[src/rtl/mem_arbiter.sv]
// mem_arbiter: shares one single-port memory between the IFU and the LSU.
// It takes one request at a time and alternates grants when both masters ask.
// Each accepted request is checked for range and alignment. Good requests
// run the memory handshake. Faulting requests are answered locally.
// The granted master then sees a one-cycle registered response pulse.
module mem_arbiter #(
    parameter logic [31:0] ADDR_BASE = 32'h8000_0000,
    parameter int unsigned MEM_WORDS = 2048,
    parameter int unsigned AW        = 11
) (
    input  logic          clk,
    input  logic          rst,

    input  logic          ifu_req_valid,
    output logic          ifu_req_ready,
    input  logic [31:0]   ifu_addr,
    output logic          ifu_resp_valid,
    output logic [31:0]   ifu_rdata,
    output logic          ifu_resp_err,

    input  logic          lsu_req_valid,
    output logic          lsu_req_ready,
    input  logic [31:0]   lsu_addr,
    input  logic          lsu_wen,
    input  logic [31:0]   lsu_wdata,
    input  logic [3:0]    lsu_wstrb,
    output logic          lsu_resp_valid,
    output logic [31:0]   lsu_rdata,
    output logic          lsu_resp_err,

    output logic          mem_req_valid,
    input  logic          mem_req_ready,
    output logic [AW-1:0] mem_addr,
    output logic          mem_wen,
    output logic [31:0]   mem_wdata,
    output logic [3:0]    mem_wstrb,
    input  logic          mem_resp_valid,
    input  logic [31:0]   mem_rdata
);

    localparam logic [31:0] MEM_BYTES = 32'(MEM_WORDS * 4);
    localparam logic [31:0] IFU_NOP   = 32'h0000_0013;

    typedef enum logic [2:0] {
        IDLE = 3'd0,
        REQ  = 3'd1,
        WAIT = 3'd2,
        ERR  = 3'd3,
        RESP = 3'd4
    } state_t;

    state_t          state;
    state_t          state_nxt;

    logic            last_lsu;   // 1 when the LSU held the most recent grant
    logic            sel_lsu;    // master owning the current transaction
    logic [AW-1:0]   addr_q;
    logic            wen_q;
    logic [31:0]     wdata_q;
    logic [3:0]      wstrb_q;
    logic [31:0]     rdata_q;
    logic            err_q;

    logic            grant_ifu;
    logic            grant_lsu;
    logic            accept;
    logic [31:0]     req_addr;
    logic [31:0]     offset;
    logic            fault;

    // State register
    always_ff @(posedge clk) begin
        if (rst) begin
            state <= IDLE;
        end else begin
            state <= state_nxt;
        end
    end

    // Round-robin grant, request ready, range check and next-state logic
    always_comb begin
        state_nxt     = state;
        grant_lsu     = lsu_req_valid & (~ifu_req_valid | ~last_lsu);
        grant_ifu     = ifu_req_valid & ~grant_lsu;
        ifu_req_ready = 1'b0;
        lsu_req_ready = 1'b0;
        accept        = 1'b0;
        req_addr      = grant_lsu ? lsu_addr : ifu_addr;
        offset        = req_addr - ADDR_BASE;
        fault         = (offset >= MEM_BYTES) || (req_addr[1:0] != 2'b00);

        case (state)
            IDLE: begin
                ifu_req_ready = grant_ifu;
                lsu_req_ready = grant_lsu;
                accept        = grant_ifu | grant_lsu;
                if (accept) begin
                    state_nxt = fault ? ERR : REQ;
                end
            end
            REQ: begin
                if (mem_req_ready) begin
                    state_nxt = WAIT;
                end
            end
            WAIT: begin
                if (mem_resp_valid) begin
                    state_nxt = RESP;
                end
            end
            ERR:     state_nxt = RESP;
            RESP:    state_nxt = IDLE;
            default: state_nxt = IDLE;
        endcase
    end

    // Request latch on accept and response data capture
    always_ff @(posedge clk) begin
        if (rst) begin
            last_lsu <= 1'b1;
            sel_lsu  <= 1'b0;
            addr_q   <= '0;
            wen_q    <= 1'b0;
            wdata_q  <= '0;
            wstrb_q  <= '0;
            rdata_q  <= '0;
            err_q    <= 1'b0;
        end else begin
            if (accept) begin
                sel_lsu  <= grant_lsu;
                last_lsu <= grant_lsu;
                addr_q   <= offset[AW+1:2];
                wen_q    <= grant_lsu & lsu_wen;
                wdata_q  <= grant_lsu ? lsu_wdata : 32'h0;
                wstrb_q  <= grant_lsu ? lsu_wstrb : 4'h0;
                err_q    <= fault;
                rdata_q  <= (fault && !grant_lsu) ? IFU_NOP : 32'h0;
            end
            if (state == WAIT && mem_resp_valid) begin
                rdata_q <= wen_q ? 32'h0 : mem_rdata;
            end
        end
    end

    // Memory request outputs come from state and latched registers only
    always_comb begin
        mem_req_valid = (state == REQ);
        mem_addr      = addr_q;
        mem_wen       = wen_q;
        mem_wdata     = wdata_q;
        mem_wstrb     = wstrb_q;
    end

    // The response goes only to the owning master, for one RESP cycle
    always_comb begin
        ifu_resp_valid = (state == RESP) && !sel_lsu;
        lsu_resp_valid = (state == RESP) && sel_lsu;
        ifu_rdata      = ifu_resp_valid ? rdata_q : 32'h0;
        lsu_rdata      = lsu_resp_valid ? rdata_q : 32'h0;
        ifu_resp_err   = ifu_resp_valid & err_q;
        lsu_resp_err   = lsu_resp_valid & err_q;
    end

endmodule
[config.mk]
export PLATFORM = sky130hd
export DESIGN_NAME = mem_arbiter
export DESIGN_NICKNAME = d
export VERILOG_FILES = /design/src/rtl/mem_arbiter.sv
export SDC_FILE = /design/constraint.sdc
export NUM_CORES = 1
export LEC_CHECK = 0
export CAP_MARGIN = 30
export CORE_ASPECT_RATIO = 1.5
export CORE_MARGIN = 1
export CORE_UTILIZATION = 32
export DETAILED_ROUTE_END_ITERATION = 8
export GPL_ROUTABILITY_DRIVEN = 0
export PLACE_DENSITY = 0.87
export SKIP_CTS_REPAIR_TIMING = 1
export SLEW_MARGIN = 40
export SYNTH_ARGS = -nofsm -noshare
export SYNTH_HDL_FRONTEND = slang
export SYNTH_SLANG_ARGS = --single-unit
[constraint.sdc]
create_clock -name clk -period 1.55 [get_ports clk]
set_clock_uncertainty 0.1 [all_clocks]
set_input_delay 0.155 -clock clk [delete_from_list [all_inputs] [get_ports clk]]
set_output_delay 0.155 -clock clk [all_outputs]
set_load 0.005 [all_outputs]
# Word-level counts from Yosys, hierarchy flattened

Index checks and enable logic that the tools add are counted.
Widths: inputs -> output; s select.

Input port bits: 139
Bits in registers: 86
Logic and storage cells: 56
Output and inout port bits: 119

Magnitude comparators: 1
Add/sub/neg operators: 1
Mux-type cells: 17
Bitwise logic cells: 10
Equality and inequality tests: 7
Reductions and logical operators: 11

Operator list:

| cell                   | count |
|---|---|
| $mux 32                | 7 |
| $ge 32x14->1 const B   | 1 |
| $sub 32x32->32 const B | 1 |
| $pmux 3 s4             | 1 |
| $mux 3                 | 3 |
| $eq 3x2->1 const B     | 2 |
| $and 1x1->1            | 5 |
| $mux 5                 | 1 |
| $logic_and 1x1->1      | 4 |
| $mux 4                 | 1 |
| $ne 2x2->1 const B     | 2 |
| $reduce_bool 2->1      | 2 |
| $eq 3x1->1 const B     | 1 |
| $eq 3x3->1 const B     | 1 |
| $logic_not 3->1        | 1 |
| $mux 1                 | 3 |
| $not 1->1              | 3 |
| $reduce_and 3->1       | 1 |
| $logic_not 1->1        | 2 |
| $mux 2                 | 1 |
| $ne 2x1->1 const B     | 1 |
| $or 1x1->1             | 2 |
| $logic_or 1x1->1       | 1 |

# Logic depth before layout (Yosys ltp)

Depth after elaboration: 11
Depth in mapped cells: 7
Mapped depth without buffers: 4

# Worst setup path before layout

OpenSTA, ideal clock, no wires.

Path type: register -> output
Start: reg state[0]
End: out ifu_rdata[10]
Buffers on the path: 2
Path slack: 0.066 ns
Stages on the path, launching flop included: 7
Arrival: 1.229 ns
Cell sequence: dfxtp_1 buf_2 nor2_1 nand2_1 nor2_1 clkbuf_1 and2_1

Word-level cells in the longest chain between the ends: 3

Ends and longest elaborated chain:

| element                | RTL line | source |
|---|---|---|
| from (decl)            | 52       | `state_t state;` |
| from (signal assigned) | 76       | `state <= state_nxt;` |
| $eq 3x3->1             | 156      | `ifu_resp_valid = (state == RESP) && !sel_lsu;` |
| $logic_and 1x1->1      | 156      |  |
| $mux 32                | 158      | `ifu_rdata = ifu_resp_valid ? rdata_q : 32'h0;` |
| to (decl)              | 18       | `output logic [31:0] ifu_rdata,` |

Every way passes these cells.

# Worst setup path after layout

Start: reg state[0]
End: out lsu_rdata[18]

Word-level cells in the longest chain between the ends: 3

Ends and longest elaborated chain:

| element           | RTL line | source |
|---|---|---|
| $eq 3x3->1        | 157      | `lsu_resp_valid = (state == RESP) && sel_lsu;` |
| $logic_and 1x1->1 | 157      |  |
| $mux 32           | 159      | `lsu_rdata = lsu_resp_valid ? rdata_q : 32'h0;` |
| to (decl)         | 28       | `output logic [31:0] lsu_rdata,` |

Every way passes these cells.

==> results.md <==
GRT:
- The met1 routing resource usage after global routing is 0.219.
- The final global-route overflow total is 0.
- The initial antenna violation count was 0.
- The number of global-route vias before repair is 4232.
- In the global route stage, met3 resource usage came out at 0.0391.
- The layer flagged by global routing as most heavily used is met2.
- The first-pass GRT wire length is 20300 µm.
- For this run, global-route usage on met2 was measured as 0.391.
- The largest net degree at the start of global routing is 40.
- In the global route stage, overall resource usage came out at 0.205.

Worst setup path:
- The critical path contains buffers and inverters numbering 5 combined.
- The dominant delay contributor by cell family on the critical path is simple AND/OR/NAND/NOR gates.
- The launching element type of the critical path is a flop.
- The class of the most critical setup path is flop to output pin.
- For the worst setup path, the data arrival time is 1.70 ns.
- Among all stages on the critical path, the largest delay is contributed by dfxtp_2.
- The endpoint kind of the worst setup timing path is an output pin.
- The critical path goes through nor2_4 -> and3_4 -> buf_6 -> buf_6 -> clkbuf_16 -> buf_6 -> and2_4 -> buf_6.
- By instance count, the cell type seen most on the critical path is buf_6.
- At the worst endpoint, the required time is 1.29 ns.
- The longest individual stage delay on the worst path is 0.34 ns.
- In this run the worst path has a maximum fanout of 5.

CTS:
- TritonCTS created 9 clock buffers.
- The clock transition at the registers of the reported paths is 0.06 ns.
- The cell sitting at the root of the clock tree is a clkbuf_16.
- The clock tree from TritonCTS is yes.
- The insertion delay of the later-clocked pin in the worst-skew pair is 0.33 ns.
- The H-tree was split into 3 levels.
- The CTS sink count is 86.
- The clock passes through at most 2 buffers.

Place:
- In this run the tool buffered the top-level ports with 257 buffer cells.
- The placed wire-length estimate after detailed placement is 10100 µm.
- The post-placement cell area is 6720 µm².

Timing:
- The worst hold margin is 0.193 ns.
- The share of the clock period used by the worst path is 1.26.
- The number of max-slew violations in the final report is 0.
- The count of endpoints failing setup in the final report is 144.
- Setup repair after global routing could not meet its margin everywhere.
- Once routing completed, OpenROAD measured the worst setup slack at -0.408 ns.
- Timing would allow up to 511 MHz.
- The worst pin sits at a relative slew slack of 0.638.
- The minimum clock period after layout is 1.96 ns.
- For the pin with the worst max-slew slack, the measured transition is 0.544 ns.
- The number of endpoints with negative hold slack in the final report came to 0.

Logic synthesis:
- Counting flops with a built-in enable in the synthesized netlist gives 0.
- The number of different library cells in the post-synthesis netlist is 42.
- The flop and latch count out of synthesis is 86.
- Summed over all instances, the cell type with the most area after synthesis is dfxtp_1.
- Ranked by total cell area, the synthesized netlist is headed by dfxtp_1, a22oi_1, and2_1.
- The net count after synthesis is 560.
- The most used flip-flop cell after synthesis is dfxtp_1.
- The fraction of registers with async set or reset after synthesis is 0.
- For this run, the register share of the synthesized area comes to 0.449.
- After technology mapping, the gate count stands at 421.
- The warning count from the yosys run is 0.
- The proportion of netlist area held by the largest area contributor is 0.449.
- Dividing the synthesized area by the synthesized cell count gives 9.10 µm².
- Summing every instance area after synthesis gives 3830 µm².

Pwr:
- The share of total power dissipated in the clock network is 0.323.
- The share of total power dissipated in sequential elements is 0.357.
- The switching share of power is 0.279.
- The cell area power density is 889 nW/µm².
- Cell internal power was estimated by the tool at 5160 µW.
- The combinational share of power is 0.320.
- The peak supply drop is 0.000990 V.
- In this run the power spent charging and discharging nets is 2000 µW.
- For this design the static power due to leakage is 0.00333 µW.

Die:
- The die is 136 µm tall.
- The initial cell density of the core is 0.331.
- During I/O placement, the number of pins put on the boundary was 258.
- The core region is 11600 µm².
- The die is 91.4 µm wide.
- The die covers 12400 µm².
- The number of placement rows is 48.

Detailed routing:
- In the final routed layout, each cell accounts on average for 18.9 µm.
- The number of vias per cell after detailed routing is 5.13.
- The routed design has 16800 µm of wire.
- The remaining antenna violation count after routing is 0.
- In this run, the number of DRC markers left after iteration 0 of detailed routing was 148.
- The post-route DRC violation count is 0.
- The number of vias in the routed layout is 4565.
- The first TritonRoute pass finished after 6 iterations.

Run status:
- The run finished, with violations left.
- The checks that failed: negative setup slack.

Layout:
- The number of fillers in the final layout is 816.
- The net count of the finished layout is 873.
- The fraction of final layout cells sized beyond drive strength 1 is 0.382.
- The repair_antennas step left the layout with diodes totalling 0.
- The top cell types in the final layout, fill and taps aside, are clkdlybuf4s50_1, dfxtp_1, nor2_1, buf_6, and2_4.
- The area overhead of the layout relative to synthesis is 110%.
- The total non-filler cell area in the finished layout is 8050 µm².
- The most common cell after layout, fill and taps aside is clkdlybuf4s50_1.

Job:
- Max-cap violations in this run came to 0.

Hold path:
- The path category of the worst min-delay check is input port to flop.
==> routing by layer <==
metal	up-vias	part of all wire	wire (µm)
met5	-	0	0
met4	0	0.049	827
met3	57	0.058	979
met2	224	0.54	9090
met1	2184	0.35	5940
li1	2100	-	-
==> power groups by stage <==
| stage | Combinational (µW) | Clock, µW | Sequential, µW |
|---|---|---|---|
| final | 2290 | 2310 | 2550 |
| after global routing | 2420 | 2440 | 2570 |
| after floorplan | 776 | 0 | 2550 |
| after detailed placement | 1670 | 0 | 2570 |
| after CTS | 1680 | 2340 | 2520 |
| after global placement | 1610 | 0 | 2560 |
==> logic make-up (layout without fill, tap and decap cells) <==
family                 count (synthesis)  after routing  share of synthesized area
AND/OR/NAND/NOR                      187            187                      0.257
AO/OA/AOI/OAI                         93             93                      0.192
buffers and inverters                 43            361                     0.0708
flip-flops                            86             86                      0.449
multiplexers                          12             12                     0.0313
==> per-stage QoR <==
stage	std cells	setup TNS, ns	setup WS [ns]	utilization	power (µW)
final	889	-27.67	-0.408	0.695	7160
after global routing	889	-38.04	-0.467	0.695	7430
after CTS	843	-46.87	-0.615	0.607	6550
after detailed placement	827	-37.86	-0.395	0.579	4230
after global placement	827	-33.92	-0.449	0.579	4170
after floorplan	421	0	0.0663	-	3330
==> flip-flops by register name, summed over array words and instances (netlist names) <==
name,count
err_q,1
mem_addr,11
state,3
sel_lsu,1
rdata_q,32
mem_wstrb,4
last_lsu,1
mem_wdata,32
mem_wen,1
==> layout make-up <==
type	instances	area, µm²	share of cell area
Timing Repair Buffer	340	3570	0.443
Multi-Input combinational cell	292	2230	0.277
Sequential cell	86	1730	0.214
Clock buffer	9	225	0.0280
Tap cell	150	188	0.0233
Clock inverter	7	97.6	0.0121
Inverter	5	18.8	0.00233
==> final timing paths <==
kind / cells past startpoint / slack (ns) / from / endpoint
worst max-delay path: 8 / -0.41 / state[0] / lsu_rdata[18]
worst min-delay path: 2 / 0.19 / rst / sel_lsu
worst min register to register: 2 / 0.40 / rdata_q[1] / rdata_q[1]
worst max register to register: 9 / -0.31 / state[1] / rdata_q[6]
==> synth_stat cells, types with 2 or more instances <==
library cell  instances
a211oi_1             11
a21oi_1               2
a221oi_2              2
a22oi_1              62
a22oi_2               4
a31oi_1               3
and2_1               68
buf_2                 6
buf_4                 7
buf_6                 8
clkbuf_1             16
dfxtp_1              86
inv_1                 5
mux2i_1              12
nand2_1               5
nand4_1               3
nor2_1               84
nor3_1                5
nor4_1                7
nor4b_1               2
o21ai_0               2
(Power assumes the default switching activity.)
